### src/rtl/mem_refill_arbiter_pkg.sv
// Shared types for the memory refill arbiter: port IDs, route FIFO sizing, 16B memory messages.
package mem_refill_arbiter_pkg;

   typedef logic port_id_t;

   localparam int p_inflight_default = 4;
   localparam int route_fifo_depth   = p_inflight_default;

   typedef enum logic [2:0] {
      MEM_READ       = 3'd0,
      MEM_WRITE      = 3'd1,
      MEM_WRITE_INIT = 3'd2
   } mem_type_t;

   // Field layout of the 16B request/response messages used by the caches and main memory.
   typedef struct packed {
      mem_type_t      mtype;
      logic [7:0]     opaque;
      logic [31:0]    addr;
      logic [3:0]     len;
      logic [127:0]   data;
   } mem_req_16B_t;

   typedef struct packed {
      mem_type_t      mtype;
      logic [7:0]     opaque;
      logic [1:0]     test;
      logic [3:0]     len;
      logic [127:0]   data;
   } mem_resp_16B_t;

endpackage

### src/rtl/mem_refill_arbiter_route.sv
// mem_route_fifo: p_depth x 1b FIFO holding the issuing port of each outstanding memory request.
module mem_route_fifo
   import mem_refill_arbiter_pkg::*;
#(
   parameter int p_depth = route_fifo_depth
) (
   input  logic     clk,
   input  logic     reset,
   input  logic     push,
   input  port_id_t push_data,
   input  logic     pop,
   output port_id_t pop_data,
   output logic     full,
   output logic     empty
);

   localparam int aw = $clog2(p_depth);
   localparam int cw = aw + 1;

   logic [p_depth-1:0] slots;
   logic [aw-1:0]      head;
   logic [aw-1:0]      tail;
   logic [cw-1:0]      count;
   logic               push_ok;
   logic               pop_ok;

   assign full     = (count == cw'(p_depth));
   assign empty    = (count == '0);
   assign push_ok  = push && !full;
   assign pop_ok   = pop && !empty;
   assign pop_data = slots[head];

   // Depth is a power of two, so the pointers wrap by plain overflow.
   always_ff @(posedge clk or posedge reset) begin
      if (reset) begin
         slots <= '0;
         head  <= '0;
         tail  <= '0;
         count <= '0;
      end else begin
         if (push_ok) begin
            slots[tail] <= push_data;
            tail        <= tail + aw'(1);
         end
         if (pop_ok)
            head <= head + aw'(1);
         case ({push_ok, pop_ok})
            2'b10:   count <= count + cw'(1);
            2'b01:   count <= count - cw'(1);
            default: count <= count;
         endcase
      end
   end

endmodule

### src/rtl/mem_refill_arbiter.sv
// Round-robin merge of icache/dcache memory requests with in-order response routing.
// Optional MEM_REFILL_ARBITER_PERF_EN adds grant and full-stall counters.
module mem_refill_arbiter
   import mem_refill_arbiter_pkg::*;
#(
   parameter int p_inflight = p_inflight_default
) (
   input  logic          clk,
   input  logic          reset,

   input  mem_req_16B_t  cache0_memreq_msg,
   input  logic          cache0_memreq_val,
   output logic          cache0_memreq_rdy,
   output mem_resp_16B_t cache0_memresp_msg,
   output logic          cache0_memresp_val,
   input  logic          cache0_memresp_rdy,

   input  mem_req_16B_t  cache1_memreq_msg,
   input  logic          cache1_memreq_val,
   output logic          cache1_memreq_rdy,
   output mem_resp_16B_t cache1_memresp_msg,
   output logic          cache1_memresp_val,
   input  logic          cache1_memresp_rdy,

   output mem_req_16B_t  memreq_msg,
   output logic          memreq_val,
   input  logic          memreq_rdy,
   input  mem_resp_16B_t memresp_msg,
   input  logic          memresp_val,
   output logic          memresp_rdy
`ifdef MEM_REFILL_ARBITER_PERF_EN
   ,
   output logic [31:0]   perf_grant0,
   output logic [31:0]   perf_grant1,
   output logic [31:0]   perf_full_stall
`endif
);

   port_id_t prio;
   port_id_t grant;
   logic     grant_vld;
   logic     issue_ok;
   logic     req_fire;
   port_id_t dst;
   logic     fifo_full;
   logic     fifo_empty;
   logic     resp_fire;

   always_comb begin
      grant     = prio;
      grant_vld = 1'b0;
      if (prio ? cache1_memreq_val : cache0_memreq_val) begin
         grant     = prio;
         grant_vld = 1'b1;
      end else if (prio ? cache0_memreq_val : cache1_memreq_val) begin
         grant     = ~prio;
         grant_vld = 1'b1;
      end
   end

   // Reset gates the request side directly; the response side is already quiet
   // because the FIFO count clears asynchronously.
   assign issue_ok          = grant_vld && !fifo_full && !reset;
   assign memreq_val        = issue_ok;
   assign memreq_msg        = grant ? cache1_memreq_msg : cache0_memreq_msg;
   assign req_fire          = issue_ok && memreq_rdy;
   assign cache0_memreq_rdy = req_fire && (grant == 1'b0);
   assign cache1_memreq_rdy = req_fire && (grant == 1'b1);

   always_ff @(posedge clk or posedge reset) begin
      if (reset)
         prio <= 1'b0;
      else if (req_fire)
         prio <= ~grant;
   end

   assign cache0_memresp_msg = memresp_msg;
   assign cache1_memresp_msg = memresp_msg;
   assign cache0_memresp_val = memresp_val && !fifo_empty && (dst == 1'b0);
   assign cache1_memresp_val = memresp_val && !fifo_empty && (dst == 1'b1);
   assign memresp_rdy        = !fifo_empty && (dst ? cache1_memresp_rdy : cache0_memresp_rdy);
   assign resp_fire          = memresp_val && memresp_rdy;

   mem_route_fifo #(.p_depth(p_inflight)) route_fifo (
      .clk       (clk),
      .reset     (reset),
      .push      (req_fire),
      .push_data (grant),
      .pop       (resp_fire),
      .pop_data  (dst),
      .full      (fifo_full),
      .empty     (fifo_empty)
   );

`ifdef MEM_REFILL_ARBITER_PERF_EN
   always_ff @(posedge clk or posedge reset) begin
      if (reset) begin
         perf_grant0     <= '0;
         perf_grant1     <= '0;
         perf_full_stall <= '0;
      end else begin
         if (cache0_memreq_rdy)
            perf_grant0 <= perf_grant0 + 32'd1;
         if (cache1_memreq_rdy)
            perf_grant1 <= perf_grant1 + 32'd1;
         if ((cache0_memreq_val || cache1_memreq_val) && fifo_full)
            perf_full_stall <= perf_full_stall + 32'd1;
      end
   end
`endif

endmodule
### config.mk
export PLATFORM = sky130hd
export DESIGN_NAME = mem_refill_arbiter
export DESIGN_NICKNAME = d
export VERILOG_FILES = /design/src/rtl/mem_refill_arbiter_pkg.sv /design/src/rtl/mem_refill_arbiter_route.sv /design/src/rtl/mem_refill_arbiter.sv
export SDC_FILE = /design/constraint.sdc
export NUM_CORES = 1
export LEC_CHECK = 0
export ABC_AREA = 1
export CORE_AREA = 8 8 372 374
export DETAILED_ROUTE_END_ITERATION = 8
export DIE_AREA = 0 0 380 382
export PLACE_DENSITY = 0.3
export RECOVER_POWER = 100
export SETUP_SLACK_MARGIN = 0.4
export SYNTH_ARGS = -nofsm -noshare
export SYNTH_HDL_FRONTEND = slang
export SYNTH_SLANG_ARGS = --single-unit
export TNS_END_PERCENT = 5
### constraint.sdc
create_clock -name clk -period 1.9 [get_ports clk]
set_input_delay 0.19 -clock clk [delete_from_list [all_inputs] [get_ports clk]]
set_output_delay 0.19 -clock clk [all_outputs]
set_load 0.01 [all_outputs]
* Yosys cells after proc, flatten, opt, wreduce, memory -nomap -nowiden
Index checks and enable logic that the tools add are counted.
** Word-level totals
- Register bits :: 12
- Input bits :: 503
- Output and inout bits :: 471
- Logic and storage cells :: 50
** Operators by class
- $add $sub $neg :: 4
- Magnitude comparators :: 3
- Equal/unequal tests :: 3
- Mux-type cells :: 14
- Bitwise gates (word level) :: 3
- Reduce and logical (&&, ||, !) cells :: 18
** Operator list (count)
- $mux 175 :: 1
- $logic_and 1x1->1 :: 13
- $mux 1 :: 9
- $lt 2x3->1 const B :: 2
- $pmux 3 s2 :: 1
- $add 2x1->2 const B :: 2
- $bwmux 4 :: 1
- $add 3x1->3 const B :: 1
- $eq 3x3->1 const B :: 1
- $logic_not 1->1 :: 3
- $logic_not 3->1 :: 1
- $not 1->1 :: 3
- $sub 3x1->3 const B :: 1
- $bmux 1 s2 :: 1
- $demux 1 s2 :: 1
- $eq 2x1->1 const B :: 1
- $eq 2x2->1 const B :: 1
- $ge 2x1->1 const B :: 1
- $reduce_bool 2->1 :: 1

* Logic depth before layout (Yosys ltp)
Gate-level depths: netlist (run 1).
- Depth after elaboration :: 9
- Mapped depth :: 13
- Depth with buffers taken out :: 13

* Hierarchy
From an unflattened synthesis (run 1), not the netlist that was laid out.
** Unflattened totals
- Cells, all modules :: 967
- Area total of the unflattened synthesis :: 5232.5 µm²
** Modules (own cells, without submodules)
- mem_refill_arbiter :: instances 1, cells an instance 883, area each 4560.6 µm², seq. area each 25.0 µm²
- mem_route_fifo :: instances 1, cells an instance 84, area each 671.9 µm², seq. area each 275.3 µm²

* Worst setup path before layout (run 1)
No wires, ideal clock.
- Path type :: flip-flop to flip-flop
- From :: reg route_fifo.head[0]
- To :: reg route_fifo.count[2]
- Library setup time :: 0.131 ns
- Data arrival time :: 1.849 ns
- Data required time :: 1.769 ns
- Slack :: -0.080 ns
- Stages on the path, launching flop included :: 14
- Path buffers :: 0
- Period minus slack after synthesis :: 1.980 ns
- Cell sequence :: dfrtp_1 inv_1 nand2_1 nand3_1 nand2_1 nand2_1 nand3_1 inv_1 ha_1 inv_1 fa_1 a21oi_1 o21ai_0 xor2_1
** Between the ends
- Longest elaborated chain between the ends :: 8
- Elaborated cells on any way between the ends :: 10
- Those cells by class :: eq/ne (2); mux (4); reduce/logical (4)
** Ends and longest elaborated chain
- from (decl) :: line mem_refill_arbiter_route.sv:21 : logic [aw-1:0] head;
- from (signal assigned) :: line mem_refill_arbiter_route.sv:46 : head <= head + aw'(1);
- $bmux 1 s2 * :: line mem_refill_arbiter_route.sv:31 : assign pop_data = slots[head];
- $mux 1 (not written as such) * :: line mem_refill_arbiter_route.sv:31
- $mux 1 * :: line mem_refill_arbiter.sv:81 : assign memresp_rdy = !fifo_empty && (dst ? cache1_memresp_rdy : cache0_memresp_rdy);
- $logic_and 1x1->1 * :: line mem_refill_arbiter.sv:81
- $logic_and 1x1->1 * :: line mem_refill_arbiter.sv:82 : assign resp_fire = memresp_val && memresp_rdy;
- $logic_and 1x1->1 * :: line mem_refill_arbiter_route.sv:30 : assign pop_ok = pop && !empty;
- net route_fifo.pop_ok :: line mem_refill_arbiter_route.sv:25 : logic pop_ok;
- $eq 2x1->1 or $eq 2x2->1 (tied branches) :: line mem_refill_arbiter_route.sv:47 : case ({push_ok, pop_ok})
- $pmux 3 s2 or $reduce_bool 2->1 (tied branches)
- to (signal assigned) :: line mem_refill_arbiter_route.sv:48 : 2'b10: count <= count + cw'(1);
- to (signal assigned) :: line mem_refill_arbiter_route.sv:49 : 2'b01: count <= count - cw'(1);
- to (signal assigned) :: line mem_refill_arbiter_route.sv:50 : default: count <= count;
- to (decl) :: line mem_refill_arbiter_route.sv:23 : logic [cw-1:0] count;
Mark *: on every way through the listed nets, which the timed path passes. The rest lies on a longest branch. The select of a mux whose other input is x is not followed.
A chain may end at the register's enable or synchronous reset.

==> qor.yml, run 1 <==
run_status:
  status: "finished with violations"
  violations: "negative setup slack"
yosys:
  synth_top_cells_by_count: "nand2_1, buf_4, buf_2"
  ys_types: 16
  async_reset_ff_share_pct: 100
  synth_flop_cell: "dfrtp_1"
  syn_area_per_cell_um2: 5.33
  syn_area_mm2: 0.00508
  yosysTopAreaCell: "buf_4"
  synth_cells: 952
  ys_warn_count: 0
  seq_area_frac_synth_pct: 5.92
  synthTopCellsByArea: "buf_4, nand2_1, dfrtp_1"
  synth.net_count: 1461
  synth_edf_count: 0
  yosys.area.top_type_share_pct: 43.5
  synth_seq_cells: 12
  synth_most_common_cell: "nand2_1"
timing:
  fin_tns_setup_ns: -22.64
  fin_crit_sh_pct: 114
  setup_viol: 164
  grt_setup_unrepaired: "true"
  hold_slack_ns: 0.380
  worst_slack_ns: -0.270
  period_needed_ns: 2.17
  max_slew_margin_pct: 48.8
  final_hold_viol_count: 0
  maxSlewViolCount: 0
  max_freq_ghz: 0.461
  tightestPinTransition_ns: 0.768
  fin_skew_ns: 0.00437
worst_setup_path:
  path_class: "reg2out"
  slowest_delay_ns: 0.39
  crit_slowest_cell: "dfrtp_1"
  required_ns: 1.71
  cpMostUsedCell: "buf_12"
  startpoint_type: "flop"
  crit_family: "buffers and inverters"
  reg2reg_from: "route_fifo.head[0]$_DFFE_PP0P_"
  rr_worst_depth: 13
  cp.arrival_ns: 1.98
  timing.rr.end: "route_fifo.count[2]$_DFFE_PP0P_"
  crit_chain: "buf_6 > o21ai_4 > buf_12 > buf_12 > inv_16 > buf_16 > buf_12 > buf_16 > nand2_1 > nand2_2 > buf_12"
  critical_path.endpoint_type: "primary output"
  critPathMaxFanout: 11
  critPathBufInv: 8
  r2r_setup_slack_ns: -0.12
floorplanning:
  ioPinCount: 974
  die-area_mm2: 0.145
  placementRows: 134
  fp.dieH_um: 382
  dieWidth_um: 380
  core_mm2: 0.132
  start_util_pct: 3.83
grt:
  grt_max_degree: 38
  grt_pass1_wl_mm: 102
  overflow: 0
  grt_pass1_vias: 7460
  grt.total_usage_pct: 10.9
  antenna_found_initial: 22
worst_hold_path:
  hold_path_end: "cache0_memresp_msg[67]"
  hp-class: "in2out"
  min_path_cells: 0
  worstHoldStart: "memresp_msg[67]"
power_and_ir_drop:
  peakVddDrop_mv: 0.298
  p_per_area_mw_per_mm2: 934
  power.leakage_nw: 5.44
layout:
  fin_cells: 3010
  nNetsFinal: 1751
  drive_above_1_share_pct: 35.4
  areaGrowthSynthToFinish_pct: 158
  finalInstanceArea_mm2: 0.0131
place:
  dp_slack_ns: -0.691
  placed_cell_area_mm2: 0.0118
  place_hpwl_mm: 77.1
  placedCellCount: 2973
  place.gp.congestion: 0.826
  io_buffers: 538
clocking:
  cts_sinks: 12
  h-tree-depth: 1
  cts_tree: "done"
  clock-root-buffer: "clkbuf_16"
  clock_path_buffers: 2
  clock_latency_ns: 0.24
  cts_inserted_buffers: 3
  cts.hold.buffers_added: 0
  clk_transition_reported_paths_ns: 0.05
job:
  maxCapViolCount: 0
routing:
  drt-pass1-iter-count: 5
  routedWlPerCell_um: 28.1
  drc_errors: 0
  routed_via_density: 2.27
  ant_nets: 0
  num_vias: 6835
  routed_wl_mm: 84.4
  drt_iter0_drc: 257
[cells by family after synthesis]
logic type                 after synthesis  synth area share [%]
AOI/OAI and AO/OA                       11                  1.16
adders and majority gates                6                  1.63
buffers and inverters                  349                  48.3
xor gates and xnor gates                 3                 0.518
and+or+nand+nor                        571                  42.5
DFF                                     12                  5.92
[layout make-up]
type	instances	area, um2
Fill cell	15545	119000
Timing Repair Buffer	614	7470
Multi-Input combinational cell	591	2940
Tap cell	1768	2210
Sequential cell	12	300
Inverter	20	91.3
Clock buffer	4	88.8
Antenna cell	1	2.50
[stage by stage]
| stage | total power [mW] | utilization, % |
|---|---|---|
| after floorplan | 3.67 | - |
| after global placement | 10.7 | 8.92 |
| after detailed placement | 10.7 | 8.92 |
| after CTS | 12.6 | 9.72 |
| after global routing | 13.2 | 9.89 |
| final | 12.2 | 9.89 |
[worst reg2reg max path, delay by kind of cell, from the launching register on]
kind                       cells  cell delay, ns
and+or+nand+nor                5            0.49
adders and majority gates      2            0.48
xor gates and xnor gates       1            0.14
buffers and inverters          3            0.19
AOI/OAI and AO/OA              2            0.19
DFF                            1            0.40
[worst max path at each step]
stage	from	endpoint	slack [ns]	cells past startpoint
3_5_place_dp	cache0_memreq_val	memreq_msg[136]	-0.69	8
5_1_grt	prio$_DFFE_PP0N_	memreq_msg[91]	-0.33	11
6_report	prio$_DFFE_PP0N_	memreq_msg[43]	-0.27	11
3_3_place_gp	cache0_memreq_val	memreq_msg[136]	-0.70	8
2_1_floorplan	route_fifo.head[0]$_DFFE_PP0P_	route_fifo.count[2]$_DFFE_PP0P_	0.07	13
4_1_cts	prio$_DFFE_PP0N_	memreq_msg[67]	-0.29	12
[cell usage in the layout, fill, tap and decap left out, drive strengths merged]
master	netlist	layout
a21oi	7	7
buf	324	236
bufbuf	0	1
clkbuf	5	18
clkdlybuf4s15	0	4
clkdlybuf4s50	0	355
dfrtp	12	12
diode	0	1
dlygate4sd2	0	3
dlygate4sd3	0	1
fa	1	1
ha	5	5
inv	20	20
nand2	543	543
nand3	11	11
nor2	17	17
o21ai	4	4
xnor2	1	1
xor2	2	2
[sequential cells by signal, summed over array words and instances, names as in the netlist]
name              cells
route_fifo.slots      4
route_fifo.count      3
route_fifo.head       2
route_fifo.tail       2
prio                  1
[per-layer routing]
layer / part of all wire [%] / up-vias / GRT usage, %
li1: - / 3123 / -
met1: 36 / 2910 / 11.6
met2: 45 / 735 / 17.5
met3: 18 / 47 / 9.17
met4: 0.64 / 20 / 0.453
met5: 0.29 / - / 0.859
[power breakdown]
part	total, mW	switching, mW	leakage, nW	internal [mW]
registers	0.486	0.0969	0.141	0.390
logic	11.3	5.74	5.25	5.57
clock network	0.430	0.112	0.0442	0.318
[timing repair]
| item | in CTS | in global routing |
|---|---|---|
| buffers inserted | 21 | 0 |
| pin swaps | 29 | 11 |
| resized for setup | 412 | 71 |
| setup endpoints to repair | 191 | 188 |
| gates cloned | 9 | 2 |
Power figures use the tool's default switching activity.
==> run 2, diff against run 1 <==
--- a/config.mk
+++ b/config.mk
@@ -6,9 +6,9 @@
 export NUM_CORES = 1
 export LEC_CHECK = 0
 export ABC_AREA = 1
-export CORE_AREA = 8 8 372 374
+export CORE_AREA = 8 8 374 376
 export DETAILED_ROUTE_END_ITERATION = 8
-export DIE_AREA = 0 0 380 382
+export DIE_AREA = 0 0 382 384
 export PLACE_DENSITY = 0.3
 export RECOVER_POWER = 100
 export SETUP_SLACK_MARGIN = 0.4
==> constraint.sdc (replaced) <==
create_clock -name clk -period 2.45 [get_ports clk]
set_input_delay 0.245 -clock clk [delete_from_list [all_inputs] [get_ports clk]]
set_output_delay 0.245 -clock clk [all_outputs]
set_load 0.01 [all_outputs]
==> qor.yml, run 2 (synthesized netlist as in run 1, its figures left out) <==
job:
  maxCapViolCount: 0  # unchanged
clocking:
  h-tree-depth: 1  # unchanged
  clock_latency_ns: 0.24  # about the same
  clock-root-buffer: "clkbuf_16"  # unchanged
  cts_sinks: 12  # unchanged
  clock_path_buffers: 2  # unchanged
  cts_tree: "done"  # unchanged
  clk_transition_reported_paths_ns: 0.05  # about the same
  cts_inserted_buffers: 3  # unchanged
  cts.hold.buffers_added: 0  # unchanged
layout:
  largest_register_ffs: 4  # unchanged
  utilization_pct: 9.20  # was 9.89%
  multi_input_area_mm2: 0.00262  # was 0.00294 mm2
  drive_above_1_share_pct: 22.2  # was 35.4%
  fillCellCount: 15739  # was 15.5k
  nNetsFinal: 1741  # was 1,751
  largestRegisters: "route_fifo.slots x4, route_fifo.count x3"  # unchanged
  layout_common_cells: "nand2_1, clkdlybuf4s50_1, buf_12"  # was nand2_1, clkdlybuf4s50_1, nand2_2
  seqCellArea_um2: 300  # unchanged
  top_register: "route_fifo.slots"  # unchanged
  layout_commonest_cell: "nand2_1"  # unchanged
  areaGrowthSynthToFinish_pct: 143  # was 158%
place:
  place_hpwl_mm: 81.6  # was 77.1 mm
  dp_slack_ns: -0.489  # was -0.691 ns
  place.gp.congestion: 0.840  # was 0.826
  io_buffers: 538  # unchanged
worst_hold_path:
  hp-class: "reg2reg"  # was in2out
routing:
  routed_via_density: 2.25  # was 2.27
  routedWlPerCell_um: 30.0  # was 28.1 um
  ant_nets: 0  # unchanged
  drt_iter0_drc: 274  # was 257
  routed_wl_mm: 90.5  # was 84.4 mm
  drc_errors: 0  # unchanged
  drt-pass1-iter-count: 4  # was 5
  num_vias: 6793  # was 6,835
worst_setup_path:
  slowest_delay_ns: 0.47  # was 0.39 ns
  startpoint_type: "flop"  # unchanged
  crit_chain: "nand2_2 > nand2_1 > o21ai_4 > buf_12 > inv_16 > buf_12 > nand2_1 > nand2_1 > dlygate4sd2_1"  # was buf_6 > o21ai_4 > buf_12 > buf_12 > inv_16 > buf_16 > buf_12 > buf_16 > nand2_1 > nand2_2 > buf_12
  critical_path.endpoint_type: "primary output"  # unchanged
  critPathBufInv: 4  # was 8
  cpMostUsedCell: "nand2_1"  # was buf_12
  crit_slowest_cell: "dfrtp_1"  # unchanged
  required_ns: 2.20  # was 1.71 ns
  path_class: "reg2out"  # unchanged
  cp.arrival_ns: 2.05  # was 1.98 ns
  crit_family: "buffers and inverters"  # unchanged
  critPathMaxFanout: 20  # was 11
grt:
  grt_pass1_wl_mm: 107  # was 102 mm
  grt.total_usage_pct: 11.6  # was 10.9%
  grt_pass1_vias: 7338  # was 7,460
  antenna_found_initial: 24  # was 22
  overflow: 0  # unchanged
  grt_max_degree: 24  # was 38
timing:
  tightestPinTransition_ns: 0.730  # was 0.768 ns
  max_freq_ghz: 0.436
  max_slew_margin_pct: 51.3  # was 48.8%
  period_needed_ns: 2.29
  setup_viol: 0  # was 164
  final_hold_viol_count: 0  # unchanged
  grt_setup_unrepaired: "true"  # unchanged
  hold_slack_ns: 0.461  # was 0.380 ns
  worst_slack_ns: 0.158  # was -0.270 ns
  fin_skew_ns: 0.00333  # was 0.00437 ns
  maxSlewViolCount: 0  # unchanged
  fin_crit_sh_pct: 93.5
floorplanning:
  die-area_mm2: 0.147  # was 0.145 mm2
  start_util_pct: 3.78  # was 3.83%
  placementRows: 135  # was 134
  ioPinCount: 974  # unchanged
  fp.dieH_um: 384  # was 382 um
  core_mm2: 0.134  # was 0.132 mm2
  dieWidth_um: 382  # was 380 um
run_status:
  status: "completed"  # was finished with violations
power_and_ir_drop:
  power.leakage_nw: 5.23  # was 5.44 nW
  peakVddDrop_mv: 0.243  # was 0.298 mV
  p_per_area_mw_per_mm2: 706  # was 934 mW/mm2
[run 2: cell types whose count changed in the layout (fill, tap and decap cells not counted), moves of 18 or more]
cell | previous run | this run
buf_6 | 43 | 4
nand2_2 | 147 | 44
buf_2 | 28 | 1
nand2_1 | 369 | 480
dlygate4sd2_1 | 3 | 30
clkbuf_2 | 8 | 26
buf_12 | 121 | 98
[run 2: worst register-to-register path, cell delays in order (launching register included)]
cell and delay [ns]:
dfrtp_1 0.40, inv_1 0.11, nand2_1 0.07, nand3_2 0.10, nand2_1 0.11, nand2_2 0.09
nand3_2 0.07, inv_1 0.06, ha_1 0.14, inv_1 0.06, fa_1 0.39, a21oi_2 0.13
o21ai_1 0.09, xor2_1 0.14
[run 2: report_power, final]
group          leakage [nW]  internal, mW  switching [mW]  total [mW]
Sequential            0.141         0.302          0.0799       0.382
Combinational          5.04          3.70            4.30        8.00
Clock                0.0442         0.246          0.0861       0.333
[run 2: area by class of cell]
| type | count | area share (%) |
|---|---|---|
| sequential | 12 | 2.43 |
| antenna | 2 | 0.0405 |
| inverter | 20 | 0.739 |
| multi-input combinational | 591 | 21.2 |
| clock buffer | 4 | 0.719 |
| tap | 1781 | 18.0 |
| timing repair buffer | 604 | 56.8 |
[run 2: worst paths after layout]
path                                                 start                         endpoint  slack [ns]  cells past startpoint
setup / recovery                          prio$_DFFE_PP0N_                   memreq_msg[95]        0.16                      9
hold / removal             route_fifo.count[0]$_DFFE_PP0P_  route_fifo.count[0]$_DFFE_PP0P_        0.46                      1
setup reg to reg            route_fifo.head[0]$_DFFE_PP0P_  route_fifo.count[2]$_DFFE_PP0P_        0.36                     13
hold reg to reg            route_fifo.count[0]$_DFFE_PP0P_  route_fifo.count[0]$_DFFE_PP0P_        0.46                      1
max in group asynchronous                            reset                 prio$_DFFE_PP0N_        1.29                      3
min in group asynchronous                            reset  route_fifo.count[2]$_DFFE_PP0P_        0.69                      3
[run 2: per-layer routing]
metal / up-vias / GRT usage, % / share of wire (%) / routed length (um)
li1: 3108 / - / - / -
met4: 26 / 0.533 / 0.52 / 469
met5: - / 1.49 / 0.51 / 462
met3: 45 / 9.84 / 19 / 17000
met1: 2861 / 11.7 / 34 / 30900
met2: 753 / 19.0 / 46 / 41700
[run 2: through the flow]
step	power (mW)	setup TNS (ns)	instances	area, um2
floorplan	2.82	0	952	5080
global placement	8.10	-25.14	2977	11700
detailed placement	8.07	-20.78	2977	11700
CTS	9.51	0	3010	12700
global route	9.37	0	3012	12300
finish	8.72	0	3014	12400
[run 2: repair_timing]
action                                  4_1_cts  5_1_grt
pin swaps                                    10        3
endpoints found under the setup margin      181      177
resized for setup                           224       28
gates cloned                                 12        0
buffers inserted                             17        2
==> run 3, diff against run 2 <==
--- a/config.mk
+++ b/config.mk
@@ -6,13 +6,15 @@
 export NUM_CORES = 1
 export LEC_CHECK = 0
 export ABC_AREA = 1
-export CORE_AREA = 8 8 374 376
+export CORE_AREA = 8 8 371 373
 export DETAILED_ROUTE_END_ITERATION = 8
-export DIE_AREA = 0 0 382 384
+export DIE_AREA = 0 0 379 381
 export PLACE_DENSITY = 0.3
 export RECOVER_POWER = 100
+export REMOVE_ABC_BUFFERS = 1
 export SETUP_SLACK_MARGIN = 0.4
 export SYNTH_ARGS = -nofsm -noshare
 export SYNTH_HDL_FRONTEND = slang
+export SYNTH_HIERARCHICAL = 1
 export SYNTH_SLANG_ARGS = --single-unit
 export TNS_END_PERCENT = 5
==> qor.yml, run 3 <==
yosys:
  async_reset_ff_share_pct: 100  # unchanged
  synth_cells: 967  # was 952
  ys_warn_count: 6  # was 0
  yosysTopAreaCell: "buf_4"  # unchanged
  ys_types: 20  # was 16
  synth_seq_cells: 12  # unchanged
  synth_flop_cell: "dfrtp_1"  # unchanged
  syn_area_per_cell_um2: 5.41  # was 5.33 um2
  syn_area_mm2: 0.00523  # was 0.00508 mm2
  seq_area_frac_synth_pct: 5.74  # was 5.92%
  synth_edf_count: 0  # unchanged
  synthTopCellsByArea: "buf_4, nand2_1, dfrtp_1"  # unchanged
  synth_top_cells_by_count: "nand2_1, buf_4, inv_1"  # was nand2_1, buf_4, buf_2
  yosys.area.top_type_share_pct: 42.3  # was 43.5%
  synth_most_common_cell: "nand2_1"  # unchanged
layout:
  drive_above_1_share_pct: 15.3  # was 22.2%
  fin_cells: 3016  # was 3,014
  largestRegisters: "route_fifo/slots x4, route_fifo/count x3"  # was route_fifo.slots x4, route_fifo.count x3
  nNetsFinal: 1751  # was 1,741
  largest_register_ffs: 4  # unchanged
  areaGrowthSynthToFinish_pct: 113  # was 143%
  top_register: "route_fifo/slots"  # was route_fifo.slots
  finalInstanceArea_mm2: 0.0112  # was 0.0124 mm2
  layout_commonest_cell: "nand2_1"  # unchanged
  utilization_pct: 8.45  # was 9.20%
  layout_common_cells: "nand2_1, clkdlybuf4s50_1, buf_4"  # was nand2_1, clkdlybuf4s50_1, buf_12
job:
  maxCapViolCount: 0  # unchanged
clocking:
  clock-root-buffer: "clkbuf_16"  # unchanged
  cts_tree: "done"  # unchanged
  cts_inserted_buffers: 3  # unchanged
  cts_sinks: 12  # unchanged
  h-tree-depth: 1  # unchanged
  clk_transition_reported_paths_ns: 0.04  # was 0.05 ns
  clock_latency_ns: 0.24  # about the same
  clock_path_buffers: 2  # unchanged
run_status:
  status: "completed"  # unchanged
floorplanning:
  dieWidth_um: 379  # was 382 um
  ioPinCount: 974  # unchanged
  core_mm2: 0.132  # was 0.134 mm2
  fp.dieH_um: 381  # was 384 um
  die-area_mm2: 0.144  # was 0.147 mm2
  placementRows: 134  # was 135
  start_util_pct: 3.96  # was 3.78%
grt:
  grt.total_usage_pct: 21.0  # was 11.6%
  grt_pass1_vias: 7754  # was 7,338
  grt_pass1_wl_mm: 177  # was 107 mm
  overflow: 0  # unchanged
  grt_max_degree: 36  # was 24
  antenna_found_initial: 28  # was 24
worst_setup_path:
  startpoint_type: "flop"  # unchanged
  critPathLaunch: "prio$_DFFE_PP0P_"  # was prio$_DFFE_PP0N_
  required_ns: 2.20  # about the same
  reg2reg_from: "route_fifo/head[0]$_DFFE_PP0P_"  # was route_fifo.head[0]$_DFFE_PP0P_
  critPathMaxFanout: 7  # was 20
  critical_path.endpoint_type: "primary output"  # unchanged
  path_class: "reg2out"  # unchanged
  cp.arrival_ns: 2.10  # was 2.05 ns
place:
  placed_cell_area_mm2: 0.0117  # about the same
  io_buffers: 538  # unchanged
  place.gp.congestion: 0.873  # was 0.840
  placedCellCount: 2984  # was 2,977
  place_hpwl_mm: 148  # was 81.6 mm
  dp_slack_ns: -0.103  # was -0.489 ns
routing:
  num_vias: 7896  # was 6,793
  ant_nets: 0  # unchanged
  routed_via_density: 2.62  # was 2.25
  routedWlPerCell_um: 53.0  # was 30.0 um
  drt-pass1-iter-count: 5  # was 4
  drt_iter0_drc: 675  # was 274
  drc_errors: 0  # unchanged
  routed_wl_mm: 160  # was 90.5 mm
timing:
  max_freq_ghz: 0.426  # was 0.436 GHz
  fin_skew_ns: 0.00159  # was 0.00333 ns
  tightestPinTransition_ns: 0.502  # was 0.730 ns
  fin_crit_sh_pct: 95.9  # was 93.5%
  final_hold_viol_count: 0  # unchanged
  period_needed_ns: 2.35  # was 2.29 ns
  setup_viol: 0  # unchanged
  max_slew_margin_pct: 66.5  # was 51.3%
  maxSlewViolCount: 0  # unchanged
  grt_setup_unrepaired: "true"  # unchanged
  worst_slack_ns: 0.101  # was 0.158 ns
worst_hold_path:
  hp-class: "reg2reg"  # unchanged
  worstHoldStart: "route_fifo/slots[3]$_DFFE_PP0P_"  # was route_fifo.count[0]$_DFFE_PP0P_
power_and_ir_drop:
  seqPwrFrac_pct: 5.3  # was 4.4%
  p_per_area_mw_per_mm2: 625  # was 706 mW/mm2
  switching_share_pct: 55.5  # was 51.2%
  pwr-share-clk_pct: 4.3  # was 3.8%
  power.total_mw: 6.97  # was 8.72 mW
  peakVddDrop_mv: 0.225  # was 0.243 mV
  power.switching_mw: 3.87  # was 4.47 mW
  power.leakage_nw: 4.80  # was 5.23 nW
  power.internal_mw: 3.10  # was 4.25 mW
  p_comb_share_pct: 90.4  # was 91.8%
-- run 3: logic make-up (layout without fill, tap and decap cells) --
logic type               Yosys count  count (layout)  synth area share, %
AO/OA/AOI/OAI                      5               5                0.526
XOR/XNOR                           1               1                0.167
adder cells (fa/ha/maj)            6               6                 1.58
buffers and inverters            354             627                 48.7
flip-flops                        12              12                 5.74
other                              0               8                    0
AND/OR/NAND/NOR                  589             589                 43.3
-- run 3: per-stage QoR --
step | setup TNS, ns | hold slack, ns
global route | 0 | 0.493
CTS | 0 | 0.373
detailed placement | -1.05 | 0.474
finish | 0 | 0.480
floorplan | -298.86 | -0.0179
global placement | -2.44 | 0.471
-- run 3: power groups by stage --
stage	combinational, mW	sequential [mW]	clock, mW
final	6.30	0.373	0.299
after global routing	6.85	0.386	0.319
after CTS	7.43	0.379	0.308
after detailed placement	7.07	0.380	0
after global placement	7.15	0.386	0
after floorplan	1.80	0.357	0
-- run 3: final cells by class --
type | count | area [um2]
multi-input combinational | 601 | 2450
fill | 15732 | 121000
clock buffer | 3 | 75.1
tap | 1768 | 2210
timing repair buffer | 599 | 5970
timing repair inverter | 1 | 16.3
antenna | 8 | 20.0
inverter | 24 | 116
sequential | 12 | 300
-- run 3: what timing repair did --
action                                  in CTS  in global routing
buffers inserted                             7                 10
pin swaps                                    4                 12
gates cloned                                 4                  0
resized for setup                           73                 28
hold buffers                                 0                  0
endpoints found under the setup margin     183                182
-- run 3: critical path, cell delays in order (launching register included) --
cell and delay, ns:
dfrtp_1 0.41, nand2_1 0.13, nand2_4 0.08, nand2_8 0.14, clkinv_16 0.11, clkbuf_4 0.24, buf_12 0.16, buf_8 0.11
nand2_1 0.05, nand2_1 0.18, buf_12 0.21
-- run 3: metal layers --
layer  track usage [%]  part of all wire [%]  up-vias
li1                  -                     -     3142
met3              25.7                    25      125
met2              34.6                    46     1451
met4              6.18                   3.8       44
met5              12.1                   1.6        -
met1              13.6                    23     3134
-- run 3: final timing paths --
path / end / slack (ns) / cells past startpoint
worst max-delay path: memreq_msg[164] / 0.10 / 10
worst min-delay path: route_fifo/slots[3]$_DFFE_PP0P_ / 0.48 / 2
worst max register to register: route_fifo/count[2]$_DFFE_PP0P_ / 0.22 / 16
worst min register to register: route_fifo/slots[3]$_DFFE_PP0P_ / 0.48 / 2
max in group asynchronous: route_fifo/count[2]$_DFFE_PP0P_ / 1.43 / 3
min in group asynchronous: prio$_DFFE_PP0P_ / 0.49 / 3
